`src/rtl/param_deser_pkg.sv`:
```
// Shared types and helpers for the parametrised serial-to-word queue.
package param_deser_pkg;

    typedef enum logic [1:0] {
        COLLECT = 2'd0,
        PUSH    = 2'd1,
        STALL   = 2'd2
    } deser_state_e;

    // Width needed to count 0..depth inclusive.
    function automatic int len_width(input int depth);
        return $clog2(depth + 1);
    endfunction

endpackage

```
`src/rtl/param_deser_queue_sync_fifo.sv`:
```
// Single-clock FIFO with occupancy count; a push into a full FIFO is accepted
// only when a pop happens in the same cycle.
module sync_fifo
    import param_deser_pkg::*;
#(
    parameter  int WORD_W = 8,
    parameter  int DEPTH  = 8,
    localparam int LEN_W  = len_width(DEPTH)
) (
    input  logic              clk_i,
    input  logic              rst_i,
    input  logic              clear_i,
    input  logic              push_i,
    input  logic              pop_i,
    input  logic [WORD_W-1:0] data_i,
    output logic              push_ready_o,
    output logic [WORD_W-1:0] data_o,
    output logic [LEN_W-1:0]  len_o,
    output logic              full_o
);

    localparam int PTR_W = (DEPTH > 1) ? $clog2(DEPTH) : 1;

    logic [WORD_W-1:0] mem_q [DEPTH];
    logic [PTR_W-1:0]  wr_ptr_q, wr_ptr_d;
    logic [PTR_W-1:0]  rd_ptr_q, rd_ptr_d;
    logic [LEN_W-1:0]  len_q, len_d;
    logic              empty;
    logic              do_push;
    logic              do_pop;

    assign empty        = (len_q == '0);
    assign full_o       = (len_q == LEN_W'(DEPTH));
    assign do_pop       = pop_i && !empty;
    assign push_ready_o = !full_o || do_pop;
    assign do_push      = push_i && push_ready_o;

    always_comb begin
        // NOTE: every output gets a default first so no path leaves it unassigned (no latch).
        wr_ptr_d = wr_ptr_q;
        rd_ptr_d = rd_ptr_q;
        len_d    = len_q;
        if (clear_i) begin
            wr_ptr_d = '0;
            rd_ptr_d = '0;
            len_d    = '0;
        end else begin
            if (do_push) wr_ptr_d = wr_ptr_q + PTR_W'(1);
            if (do_pop)  rd_ptr_d = rd_ptr_q + PTR_W'(1);
            case ({do_push, do_pop})
                2'b10:   len_d = len_q + LEN_W'(1);
                2'b01:   len_d = len_q - LEN_W'(1);
                default: len_d = len_q;
            endcase
        end
    end

    always_ff @(posedge clk_i or posedge rst_i) begin
        // NOTE: sequential state uses non-blocking assignments so all registers update together.
        if (rst_i) begin
            wr_ptr_q <= '0;
            rd_ptr_q <= '0;
            len_q    <= '0;
        end else begin
            wr_ptr_q <= wr_ptr_d;
            rd_ptr_q <= rd_ptr_d;
            len_q    <= len_d;
        end
    end

    // NOTE: storage is deliberately not reset; len_q gates every read so stale words never escape.
    always_ff @(posedge clk_i) begin
        if (do_push && !clear_i) mem_q[wr_ptr_q] <= data_i;
    end

    assign data_o = empty ? '0 : mem_q[rd_ptr_q];
    assign len_o  = len_q;

endmodule

```
`src/rtl/param_deser_queue.sv`:
```
// Serial bit collector feeding a word FIFO: edge-detected strobes, configurable
// bit order, backpressure with a held word, sticky drop flag and synchronous flush.
module param_deser_queue
    import param_deser_pkg::*;
#(
    parameter  int WORD_W    = 8,
    parameter  int DEPTH     = 8,
    parameter  bit MSB_FIRST = 1'b1,
    localparam int LEN_W     = len_width(DEPTH)
) (
    input  logic              clock,
    input  logic              reset,
    input  logic              clear_in,
    input  logic              data_in,
    input  logic              write_in,
    output logic              status_out,
    input  logic              dequeue_in,
    output logic [WORD_W-1:0] data_out,
    output logic [LEN_W-1:0]  len_out,
    output logic              full_out,
    output logic              drop_out
);

    localparam int CNT_W = $clog2(WORD_W);

    deser_state_e      state_q, state_d;
    logic [CNT_W-1:0]  bit_cnt_q, bit_cnt_d;
    logic [WORD_W-1:0] shift_q, shift_d;
    logic              drop_q, drop_d;
    logic              write_q;
    logic              deq_q;
    logic              wr_rise;
    logic              deq_rise;
    logic              push;
    logic              push_ready;

    assign wr_rise  = write_in & ~write_q;
    assign deq_rise = dequeue_in & ~deq_q;

    always_comb begin
        state_d   = state_q;
        bit_cnt_d = bit_cnt_q;
        shift_d   = shift_q;
        drop_d    = drop_q;
        push      = 1'b0;
        if (clear_in) begin
            state_d   = COLLECT;
            bit_cnt_d = '0;
            shift_d   = '0;
            drop_d    = 1'b0;
        end else begin
            if (wr_rise && state_q != COLLECT) drop_d = 1'b1;
            unique case (state_q)
                COLLECT: begin
                    if (wr_rise) begin
                        shift_d = MSB_FIRST ? {shift_q[WORD_W-2:0], data_in}
                                            : {data_in, shift_q[WORD_W-1:1]};
                        if (bit_cnt_q == CNT_W'(WORD_W - 1)) begin
                            bit_cnt_d = '0;
                            state_d   = PUSH;
                        end else begin
                            bit_cnt_d = bit_cnt_q + CNT_W'(1);
                        end
                    end
                end
                PUSH, STALL: begin
                    push    = 1'b1;
                    state_d = push_ready ? COLLECT : STALL;
                end
                default: state_d = COLLECT;
            endcase
        end
    end

    // Edge registers power up high so a strobe held through reset is not an edge.
    always_ff @(posedge clock or posedge reset) begin
        if (reset) begin
            write_q   <= 1'b1;
            deq_q     <= 1'b1;
            state_q   <= COLLECT;
            bit_cnt_q <= '0;
            shift_q   <= '0;
            drop_q    <= 1'b0;
        end else begin
            write_q   <= write_in;
            deq_q     <= dequeue_in;
            state_q   <= state_d;
            bit_cnt_q <= bit_cnt_d;
            shift_q   <= shift_d;
            drop_q    <= drop_d;
        end
    end

    sync_fifo #(
        .WORD_W (WORD_W),
        .DEPTH  (DEPTH)
    ) u_fifo (
        .clk_i        (clock),
        .rst_i        (reset),
        .clear_i      (clear_in),
        .push_i       (push),
        .pop_i        (deq_rise),
        .data_i       (shift_q),
        .push_ready_o (push_ready),
        .data_o       (data_out),
        .len_o        (len_out),
        .full_o       (full_out)
    );

    assign status_out = (state_q == COLLECT);
    assign drop_out   = drop_q;

endmodule

```
`config.mk`:
```
export PLATFORM = sky130hd
export DESIGN_NAME = param_deser_queue
export DESIGN_NICKNAME = d
export VERILOG_FILES = /design/src/rtl/param_deser_pkg.sv /design/src/rtl/param_deser_queue_sync_fifo.sv /design/src/rtl/param_deser_queue.sv
export SDC_FILE = /design/constraint.sdc
export NUM_CORES = 1
export LEC_CHECK = 0
export ABC_AREA = 1
export BUFFER_PORTS_ARGS = -buffer_cell sky130_fd_sc_hd__clkbuf_2
export CORE_ASPECT_RATIO = 0.9
export CORE_MARGIN = 2
export CORE_UTILIZATION = 50
export DETAILED_ROUTE_END_ITERATION = 10
export GPL_ROUTABILITY_DRIVEN = 0
export GPL_TIMING_DRIVEN = 0
export PLACE_DENSITY = 0.68
export SETUP_SLACK_MARGIN = 0.15
export SLEW_MARGIN = 20
export SYNTH_ARGS = -nofsm -noshare
export SYNTH_HDL_FRONTEND = slang
export SYNTH_SLANG_ARGS = --single-unit
```
`constraint.sdc`:
```
create_clock -name clock -period 4 [get_ports clock]
set_clock_uncertainty 0.1 [all_clocks]
set_input_delay 0.4 -clock clock [delete_from_list [all_inputs] [get_ports clock]]
set_output_delay 0.4 -clock clock [all_outputs]
set_load 0.1 [all_outputs]
```
Word-level counts from Yosys, hierarchy flattened
Memory sizes are Yosys's and may differ from the RTL's.
Cells that the tools add are included.
{"block": "classes", "n_addsub": 5, "eq_ne": 8, "n_mux": 25, "n_bitwise": 4, "reduce_logical": 20}
{"op": "2-to-1 mux 8 bit", "count": 4}
{"op": "2-to-1 mux 3 bit", "count": 8}
{"op": "nonzero test 2 bit", "count": 6}
{"op": "adder 3 x 1 -> 3 bit (second input constant)", "count": 3}
{"op": "2-to-1 mux 2 bit", "count": 4}
{"op": "one-hot mux 4 bit (2 select lines)", "count": 1}
{"op": "2-to-1 mux 1 bit", "count": 6}
{"op": "inequality test 3 x 2 -> 1 bit (second input constant)", "count": 2}
{"op": "adder 4 x 1 -> 4 bit (second input constant)", "count": 1}
{"op": "== test 2 x 1 -> 1 bit (second input constant)", "count": 2}
{"op": "== test 2 bit (second input constant)", "count": 2}
{"op": "== test 4 bit (second input constant)", "count": 1}
{"op": "logical AND 1 bit", "count": 4}
{"op": "zero test 4 bit", "count": 1}
{"op": "2-to-1 mux 4 bit", "count": 1}
{"op": "one-hot mux 2 bit (2 select lines)", "count": 1}
{"op": "AND reduction 2 bit", "count": 2}
{"op": "subtractor 4 x 1 -> 4 bit (second input constant)", "count": 1}
{"op": "== test 3 bit (second input constant)", "count": 1}
{"op": "zero test 1 bit", "count": 3}
{"op": "nonzero test 3 bit", "count": 1}
{"op": "AND 1 bit", "count": 2}
{"op": "zero test 2 bit", "count": 1}
{"op": "inverter 1 bit", "count": 2}
{"op": "other kinds (2)", "count": 2}
{"block": "word_totals", "ff_bits": 26, "mem_bits_rw": 64, "inputBits": 6, "word_cells": 72, "mem_count": 1}
{"name": "u_fifo.mem_q", "words": 8, "width": 8, "rd": 1, "rd_ports_with_merged_regs": 0, "write_ports": 1, "line": "param_deser_queue_sync_fifo.sv:24", "rtl": "logic [WORD_W-1:0] mem_q [DEPTH];"}

Logic depth before layout (Yosys ltp)
Gate-level depths: netlist of the first run.
{"block": "logic_depth", "ltp_word": 8, "ltp_mapped": 14, "depth_no_buf": 14}

By module
A second synthesis of the first run with hierarchy kept.
{"block": "unflattened", "hier_cells": 389, "hier_area_um2": 4056.4}
{"module": "sync_fifo", "n_inst": 1, "cells_each": 290, "area_each_um2": 3233.1, "seq_area_each_um2": 2172.1}
{"module": "param_deser_queue", "n_inst": 1, "cells_each": 99, "area_each_um2": 823.3, "seq_area_each_um2": 402.9}

Worst setup path after synthesis of the first run
No wires, ideal clock.
{"block": "synth_timing", "kind": "register to output", "from": "register u_fifo.len_q[0], in the netlist u_fifo.len_o[0]", "to": "output data_out[0]", "arrival_time_ns": 2.741, "required_ns": 3.500, "setup_slack_ns": 0.759, "path_stages_with_launch": 6, "n_path_buf": 1, "path_cell_list": "dfrtp_1 nor2_1 nand2_1 buf_6 o21ai_0 nor2_1"}
{"block": "synth_via", "elab_chain_cells": 2}
{"element": "start, declared", "line": "param_deser_queue_sync_fifo.sv:27", "rtl": "logic [LEN_W-1:0] len_q, len_d;"}
{"element": "start signal, assigned", "line": "param_deser_queue_sync_fifo.sv:67", "rtl": "len_q <= len_d;"}
{"element": "zero test 4 bit", "line": "param_deser_queue_sync_fifo.sv:32", "rtl": "assign empty = (len_q == '0);"}
{"element": "2-to-1 mux 8 bit", "line": "param_deser_queue_sync_fifo.sv:76", "rtl": "assign data_o = empty ? '0 : mem_q[rd_ptr_q];"}
{"element": "end, declared", "line": "param_deser_queue.sv:18", "rtl": "output logic [WORD_W-1:0] data_out,"}
Every way passes these cells.

Final worst setup path of the first run
{"block": "layout_timing", "from": "register u_fifo.rd_ptr_q[0]", "to": "output data_out[1]"}
{"block": "layout_via", "elab_chain_cells": 2}
{"element": "start, declared", "line": "param_deser_queue_sync_fifo.sv:26", "rtl": "logic [PTR_W-1:0] rd_ptr_q, rd_ptr_d;"}
{"element": "start signal, assigned", "line": "param_deser_queue_sync_fifo.sv:66", "rtl": "rd_ptr_q <= rd_ptr_d;"}
{"element": "memory (8 x 8 bit)"}
{"element": "2-to-1 mux 8 bit", "line": "param_deser_queue_sync_fifo.sv:76"}
Every way passes these cells.

==> impl_metrics.toml, run 1 <==
[critical_path]
worstPathArrival_ns = 2.42
path_cells = "inv_2 -> clkbuf_1 -> o21ai_0 -> o21ai_0 -> nor2_1 -> nor2_1 -> clkbuf_2"
end_kind = "output pin"
crit_path_start_kind = "flop"
required_ns = 3.50
crit_slowest_cell = "dfrtp_1"
crit_type = "flop to output pin"
path_max_fanout = 10
cp.buffers_inverters = 3
worst-r2r-setup-slack_ns = 1.69
cp_slowest_stage_delay_ns = 0.47
cp_top_family = "buffers and inverters"

[synth]
synth_seq_area_share_pct = 66.0
yosysUniqueCellTypes = 29
synthesis.nets = 377
netlist_area_um2 = 3900
synthCells = 362
yosys_warnings = 0
synth-seq-cells = 90
syn_area_per_cell_um2 = 10.8

[clocking]
clkLatencyLatePin_ns = 0.35
postCtsSetupRepairBufs = 0
clock_path_buffers = 2
cts_tree = "done"
cts.sinks = 90
ctsHoldBuffers = 0
cts_root_buf = "clkbuf_8"
cts.reportedPaths.clkPinSlew_ns = 0.09
numCtsBuffers = 9
h-tree-depth = 3
cts_resized = 0

[timing]
hold_viol_final = 0
fin_ws_ns = 1.08
finalWorstPathRequiredPeriod_ns = 2.92
setup_violations = 0
fin_setup_tns_ns = 0
slew_headroom_pct = 37.2
min_period_over_period_pct = 72.9
rsz0062_at_grt = "false"
maxSlewViolCount = 0
clock.fmax_mhz = 343
worstMarginPinSlew_ns = 0.937

[power]
p_int_uw = 1280
leakagePower_uw = 0.00174
comb_power_share_pct = 1.5
seq_power_share_pct = 61.8
clkPwrFrac_pct = 36.7
switching_power_uw = 330
peakVddDrop_mv = 0.203
p_sw_share_pct = 20.5
p_per_area_nw_per_um2 = 373

[route]
drt-initial-drc-count = 165
avgViaCountPerCell = 5.38
finalWirelength_um = 8220
routedWlPerCell_um = 16.6
vias = 2660
antenna_left = 0
drc = 0
first_pass_iters = 4

[placement]
io_buffers = 20
dp_slack_ns = 1.41
hpwl_um = 5640

[run_status]
status = "finished, final reports clean"

[floorplan]
core_um2 = 7540
die_area_um2 = 8520
rows = 30
start_util_pct = 51.7
ios = 21
die_h_um = 87.8
die_w_um = 97.1

[worst_hold_path]
hp-class = "input pin to asynchronous set/reset pin"

[global_route]
gr-total-overflow = 0
grtUsageTotal_pct = 20.9
grt_max_degree = 27
antenna_found_initial = 0
grt_pass1_wl_um = 13300
grt_pass1_vias = 2540

[cells_and_area]
syn_to_final_growth_pct = 10.9
antennaDiodeCount = 0
drive_gt1_share_pct = 15.1
fin_nets = 408

[flow_run]
cap_viol_max_count = 0
-- through the flow --
| step | hold slack, ns | cell area, µm² | std cells | total power [µW] | utilization, % |
|---|---|---|---|---|---|
| global route | 0.0324 | 4330 | 494 | 1670 | 57.3 |
| floorplan | 0.304 | 3900 | 362 | 1030 | - |
| CTS | 0.0417 | 4320 | 494 | 1620 | 57.3 |
| global placement | 0.359 | 4120 | 478 | 1040 | 54.6 |
| finish | 0.0172 | 4330 | 494 | 1610 | 57.3 |
| detailed placement | 0.374 | 4140 | 478 | 1040 | 54.8 |
-- per-layer routing --
| metal | GRT usage [%] | routed length, µm |
|---|---|---|
| met3 | 4.47 | 509 |
| met1 | 29.3 | 3790 |
| met2 | 33.3 | 3850 |
| met4 | 6.91 | 65 |
| met5 | 0 | 0 |
-- path summary, 6_finish.rpt --
| kind | from | to | cells after the start |
|---|---|---|---|
| worst max register to register | u_fifo.len_o[0] | u_fifo.mem_q[2][1] | 6 |
| worst max-delay path | u_fifo.rd_ptr_q[0] | data_out[1] | 7 |
| worst min register to register | bit_cnt_q[1] | bit_cnt_q[1] | 2 |
| worst min-delay path | reset | bit_cnt_q[1] | 2 |
| min in group clock | dequeue_in | deq_q | 1 |
| max in group asynchronous | reset | u_fifo.len_o[2] | 2 |
-- layout make-up --
cell class              count  area, µm²
flip-flops and latches     90       2570
fillers                   650       3220
plain buffers              12       60.1
clock buffers              10        128
clock inverters             6       57.6
inverters                  27        101
well taps                  96        120
repair buffers             20        100
multi-input cells         233       1180
-- power by group through the flow --
stage / clock network [µW] / logic (µW) / registers [µW]
5_1_grt: 643 / 28.4 / 997
3_3_place_gp: 0 / 24.5 / 1020
2_1_floorplan: 0 / 15.8 / 1020
4_1_cts: 596 / 25.1 / 997
6_report: 592 / 24.5 / 996
3_5_place_dp: 0 / 25.0 / 1020
-- flip-flops by register name (all words and copies together), names as in the netlist --
| register | cells |
|---|---|
| write_q | 1 |
| deq_q | 1 |
| state_q | 2 |
| u_fifo.len_o | 4 |
| u_fifo.wr_ptr_q | 3 |
| u_fifo.rd_ptr_q | 3 |
| u_fifo.mem_q | 64 |
| bit_cnt_q | 3 |
| shift_q | 8 |
| drop_out | 1 |
-- worst register-to-register path: cells and delay by family (launching register included) --
| family | cells | cell delay [ns] |
|---|---|---|
| flip-flops | 1 | 0.48 |
| AND/OR/NAND/NOR | 6 | 1.36 |
-- synthesized netlist by cell type --
library cell  count  area (µm²)
nor2_1           74         278
edfxtp_1         64        1920
o21ai_0          49         245
nand2_1          38         143
dfrtp_1          24         601
inv_1            22        82.6
nand3_1          20         100
o21ai_1          15        75.1
ha_1              8         100
buf_2             6        30.0
nor3_1            6        30.0
clkbuf_1          5        18.8
inv_2             4        15.0
nand2_2           3        18.8
nand4_1           3        18.8
o22ai_1           3        18.8
a21oi_1           2        10.0
dfstp_2           2        52.6
nand3_4           2        35.0
nor2_2            2        12.5
xor2_1            2        17.5
a21oi_2           1        8.76
buf_6             1        11.3
clkinv_1          1        3.75
fa_1              1        20.0
nand2_4           1        11.3
o21a_1            1        7.51
o31ai_1           1        7.51
or2_2             1        6.26
-- cell families (layout without fill, tap and decap cells) --
kind of cell	Yosys count	in the layout	share of synthesized area, %
flip-flops	90	90	66.0
buffers and inverters	39	75	4.14
AO/OA/AOI/OAI	72	72	9.56
AND/OR/NAND/NOR	150	150	16.7
adder cells (fa/ha/maj)	9	9	3.08
XOR/XNOR	2	2	0.449
-- placed cells by master (no fill, tap or decap) --
cell	netlist	layout
a21oi_1	2	2
a21oi_2	1	1
buf_2	6	6
buf_6	1	1
bufinv_16	0	1
clkbuf_1	5	6
clkbuf_2	0	20
clkbuf_8	0	9
clkinv_1	1	4
clkinv_2	0	1
clkinvlp_4	0	2
dfrtp_1	24	24
dfstp_2	2	2
edfxtp_1	64	64
fa_1	1	1
ha_1	8	8
inv_1	22	21
inv_2	4	4
nand2_1	38	38
nand2_2	3	3
nand2_4	1	1
nand3_1	20	20
nand3_4	2	2
nand4_1	3	3
nor2_1	74	74
nor2_2	2	2
nor3_1	6	2
nor3_2	0	4
o21a_1	1	1
o21ai_0	49	49
o21ai_1	15	15
o22ai_1	3	3
o31ai_1	1	1
or2_2	1	1
xor2_1	2	2
Note: power is estimated with default switching activity, not from simulation.
==> run 2: changes to the inputs <==
==> constraint.sdc (replaced) <==
create_clock -name clock -period 2.8 [get_ports clock]
set_clock_uncertainty 0.1 [all_clocks]
set_input_delay 0.28 -clock clock [delete_from_list [all_inputs] [get_ports clock]]
set_output_delay 0.28 -clock clock [all_outputs]
set_load 0.1 [all_outputs]
==> run 2 against run 1 <==
  * Register-to-register slack got worse by 1.2 ns
  * Sequential share of layout area decreased by 1.3 points
  * Global-route usage about the same
  * Critical path type is now input pin to flop
==> impl_metrics.toml, run 2 (same netlist as run 1, synthesis figures left out) <==
[global_route]
grt_pass1_vias = 2596
antenna_found_initial = 0
grt_pass1_wl_um = 13400
gr-total-overflow = 0
grt_max_degree = 27
grtUsageTotal_pct = 21.0

[cells_and_area]
largest_reg_flops = 64
layout_common_cells = "65 x nor2_1, 64 x edfxtp_1, 47 x o21ai_0"
fin_area_um2 = 4430
final_common_cell = "nor2_1"
fin_nets = 411
antennaDiodeCount = 0
drive_gt1_share_pct = 19.0
fillCellCount = 626
stdcell_count = 497
largest-register = "u_fifo.mem_q"
syn_to_final_growth_pct = 13.6

[timing]
maxSlewViolCount = 0
hold_viol_final = 0
rsz0062_at_grt = "true"
min_period_over_period_pct = 90.6
fin_ws_ns = 0.264
finalWorstPathRequiredPeriod_ns = 2.54
clock.fmax_mhz = 394
worstMarginPinSlew_ns = 0.870
slew_headroom_pct = 41.7
setup_violations = 0

[route]
routedWlPerCell_um = 16.5
finalWirelength_um = 8220
vias = 2682
drc = 0
first_pass_iters = 4
antenna_left = 0
avgViaCountPerCell = 5.40
drt-initial-drc-count = 206

[floorplan]
rows = 30
die_area_um2 = 8520
core_um2 = 7540
die_h_um = 87.8
start_util_pct = 51.7
die_w_um = 97.1
ios = 21

[critical_path]
worst-r2r-setup-slack_ns = 0.46
r2r_end = "u_fifo.mem_q[6][4]"
reg2reg_from = "state_q[1]"
cp_slowest_stage_delay_ns = 0.71
path_cells = "dlygate4sd3_1 -> clkbuf_2 -> inv_1 -> nor2_2 -> nand2_2 -> nand2_2 -> nand3_1 -> nor2_1"
cp.buffers_inverters = 3
crit_slowest_cell = "nor2_1"
required_ns = 2.68
crit_type = "input pin to flop"
end_kind = "flop"
r2r_cells = 6
path_max_fanout = 8
cp_top_family = "simple AND/OR/NAND/NOR gates"
crit_path_start_kind = "input pin"
worstPathArrival_ns = 2.41
cp_common_cell = "nand2_2"

[clocking]
h-tree-depth = 3
clock_path_buffers = 2
clkLatencyLatePin_ns = 0.36
cts.sinks = 90
cts.reportedPaths.clkPinSlew_ns = 0.09
numCtsBuffers = 9
cts_tree = "done"
cts_root_buf = "clkbuf_8"
postCtsSetupRepairBufs = 0

[placement]
dpl-instance-area_um2 = 4170
dpl.cell_count = 478
dp_slack_ns = 0.382
hpwl_um = 5580
io_buffers = 20

[worst_hold_path]
min_path_cells = 3
worstHoldStart = "data_in"
hp-class = "input pin to flop"
whs_endpoint = "shift_q[0]"

[power]
p_per_area_nw_per_um2 = 540
peakVddDrop_mv = 0.353
leakagePower_uw = 0.00177

[flow_run]
cap_viol_max_count = 0

[run_status]
status = "finished, final reports clean"
## run 2: worst max path at each step
stage	from	to	depth (start not counted)	slack, ns
after detailed placement	dequeue_in	u_fifo.mem_q[4][3]	7	0.38
after global placement	dequeue_in	u_fifo.mem_q[5][3]	7	0.1
after global routing	u_fifo.rd_ptr_q[1]	data_out[2]	6	0.14
final	dequeue_in	u_fifo.mem_q[6][4]	8	0.26
after CTS	u_fifo.rd_ptr_q[0]	data_out[2]	7	0.20
after floorplan	u_fifo.len_o[0]	u_fifo.mem_q[3][0]	6	-0.05
## run 2: per-layer routing
layer  global-route usage (%)  routed length [µm]
met1                     26.9                3600
met2                     34.6                3930
met3                     6.54                 584
met4                     7.17                 102
met5                        0                   0
## run 2: tightest hold or removal path: stages
cell	delay, ns
clkbuf_2	0.07
nand3_1	0.06
o21ai_0	0.07
## run 2: cell type report
class	instances	area [µm²]	share of cell area, %
Buffer	12	62.6	1.41
Clock buffer	12	135	3.05
Clock inverter	4	76.3	1.72
Inverter	27	101	2.29
Multi-Input combinational cell	233	1210	27.2
Sequential cell	90	2580	58.2
Tap cell	96	120	2.71
Timing Repair Buffer	23	150	3.39
## run 2: through the flow
stage,total power [µW],hold WS (ns),TNS [ns],util [%]
floorplan,1470,0.184,-1.15,-
global placement,1490,0.289,0,55.0
detailed placement,1490,0.292,0,55.2
CTS,2410,0.0568,0,58.6
global route,2480,0.0796,0,58.7
finish,2390,0.0628,0,58.7
## run 2: report_power, final
group          internal [µW]  total, µW  switching [µW]  leakage [µW]
clock network            505        932             426      0.000101
registers               1420       1420            4.29      0.000944
logic                   11.1       39.0            27.9      0.000722
total                   1940       2390             459       0.00177
## run 2: repair_timing
item,in CTS,in global routing
resized for setup,9,5
hold buffers,2,1
hold endpoints to repair,2,24
setup endpoints to repair,8,16
==> run 3: changes to the inputs <==
--- a/config.mk
+++ b/config.mk
@@ -7,6 +7,7 @@
 export LEC_CHECK = 0
 export ABC_AREA = 1
 export BUFFER_PORTS_ARGS = -buffer_cell sky130_fd_sc_hd__clkbuf_2
+export CAP_MARGIN = 20
 export CORE_ASPECT_RATIO = 0.9
 export CORE_MARGIN = 2
 export CORE_UTILIZATION = 50
@@ -14,6 +15,7 @@
 export GPL_ROUTABILITY_DRIVEN = 0
 export GPL_TIMING_DRIVEN = 0
 export PLACE_DENSITY = 0.68
+export RECOVER_POWER = 50
 export SETUP_SLACK_MARGIN = 0.15
 export SLEW_MARGIN = 20
 export SYNTH_ARGS = -nofsm -noshare
==> run 3 against run 2 <==
  * Final cell count is the same
  * Global-route usage is the same
  * Combinational power is 2% lower
  * Core utilization hardly changed
  * Clock power hardly changed
  * Non-clock buffer count unchanged
  * Critical path type unchanged
  * Critical endpoint unchanged
  * Largest power group unchanged
==> impl_metrics.toml, run 3 (same netlist as run 1, synthesis figures left out) <==
[cells_and_area]
drive_gt1_share_pct = 18.2
syn_to_final_growth_pct = 13.6
fillCellCount = 628
largest-register = "u_fifo.mem_q"
antennaDiodeCount = 0
final_common_cell = "nor2_1"
fin_nets = 411
stdcell_count = 497
layout_common_cells = "65 x nor2_1, 64 x edfxtp_1, 47 x o21ai_0"
largest_reg_flops = 64

[route]
drc = 0
drt-initial-drc-count = 205
vias = 2681
finalWirelength_um = 8200
first_pass_iters = 4
avgViaCountPerCell = 5.39
routedWlPerCell_um = 16.5
antenna_left = 0

[global_route]
grtUsageTotal_pct = 21.0
gr-total-overflow = 0
antenna_found_initial = 0
grt_pass1_wl_um = 13400
grt_pass1_vias = 2596
grt_max_degree = 27

[timing]
worstMarginPinSlew_ns = 0.982
maxSlewViolCount = 0
slew_headroom_pct = 34.4
min_period_over_period_pct = 91.3
hold_viol_final = 0
setup_violations = 0
fin_setup_tns_ns = 0
finalWorstPathRequiredPeriod_ns = 2.56
clock.fmax_mhz = 391
rsz0062_at_grt = "true"

[clocking]
h-tree-depth = 3
cts_root_buf = "clkbuf_8"
cts_tree = "done"
clkLatencyLatePin_ns = 0.36
postCtsSetupRepairBufs = 0
numCtsBuffers = 9
cts.reportedPaths.clkPinSlew_ns = 0.09
cts.sinks = 90
clock_path_buffers = 2

[power]
finalPower_uw = 2390
p_per_area_nw_per_um2 = 540
leakagePower_uw = 0.00176
peakVddDrop_mv = 0.356

[floorplan]
die_w_um = 97.1
ios = 21
die_h_um = 87.8
die_area_um2 = 8520
rows = 30
core_um2 = 7540
start_util_pct = 51.7

[worst_hold_path]
hp-class = "input pin to flop"
worstHoldStart = "data_in"
min_path_cells = 3
whs_endpoint = "shift_q[0]"

[critical_path]
worstPathArrival_ns = 2.43
end_kind = "flop"
path_max_fanout = 8
cp_common_cell = "nand2_2"
r2r_end = "u_fifo.mem_q[6][4]"
crit_type = "input pin to flop"
worst-r2r-setup-slack_ns = 0.47
crit_path_start_kind = "input pin"
r2r_cells = 6
cp_slowest_stage_delay_ns = 0.69
reg2reg_from = "state_q[1]"
crit_slowest_cell = "nor2_1"
required_ns = 2.68
path_cells = "dlygate4sd3_1 -> clkbuf_1 -> inv_1 -> nor2_2 -> nand2_2 -> nand2_2 -> nand3_1 -> nor2_1"

[flow_run]
cap_viol_max_count = 0

[run_status]
status = "finished, final reports clean"

[placement]
hpwl_um = 5580
dpl.cell_count = 478
io_buffers = 20
[run 3: worst max-delay path: cells and delay by family]
kind / cells / cell delay, ns
buffers and inverters: 3 / 0.71
AND/OR/NAND/NOR: 5 / 1.43
[run 3: power by group]
part           switching [µW]  leakage [µW]  total [µW]  internal (µW)
clock network             426      0.000101         931            505
logic                    27.7      0.000717        38.3           10.6
registers                4.25      0.000944        1420           1420
total                     458       0.00176        2390           1940
[run 3: worst max-delay path by stage]
stage	startpoint	endpoint	slack, ns
2_1_floorplan	u_fifo.len_o[0]	u_fifo.mem_q[3][0]	-0.05
3_3_place_gp	dequeue_in	u_fifo.mem_q[5][3]	0.1
3_5_place_dp	dequeue_in	u_fifo.mem_q[4][3]	0.38
4_1_cts	u_fifo.rd_ptr_q[0]	data_out[2]	0.20
5_1_grt	dequeue_in	u_fifo.mem_q[6][4]	0.11
6_report	dequeue_in	u_fifo.mem_q[6][4]	0.24
[run 3: layer usage]
layer | vias to the layer above | wire length, µm | track usage (%)
li1 | 1304 | - | -
met1 | 1293 | 3660 | 26.9
met5 | - | 0 | 0
met3 | 8 | 527 | 6.54
met4 | 0 | 102 | 7.17
met2 | 76 | 3920 | 34.6
[run 3: metrics by stage]
| stage | util [%] | hold WS [ns] | setup slack [ns] | area (µm²) |
|---|---|---|---|---|
| CTS | 58.6 | 0.0568 | 0.200 | 4420 |
| finish | 58.7 | 0.0632 | 0.245 | 4430 |
| global placement | 55.0 | 0.289 | 0.0986 | 4150 |
| detailed placement | 55.2 | 0.292 | 0.382 | 4170 |
| floorplan | - | 0.184 | -0.0477 | 3930 |
| global route | 58.7 | 0.0796 | 0.108 | 4430 |
[run 3: area by class of cell]
cell class | count | area [µm²] | area share (%)
clock inverters | 4 | 76.3 | 1.72
clock buffers | 12 | 135 | 3.05
well taps | 96 | 120 | 2.71
repair buffers | 23 | 148 | 3.33
flip-flops and latches | 90 | 2580 | 58.2
multi-input cells | 233 | 1210 | 27.2
inverters | 27 | 101 | 2.29
plain buffers | 12 | 62.6 | 1.41
[run 3: what timing repair did]
action | CTS | global route
endpoints found under the setup margin | 8 | 16
pin swaps | 0 | 0
hold buffers | 2 | 1
hold endpoints to repair | 2 | 24
resized for setup | 9 | 5
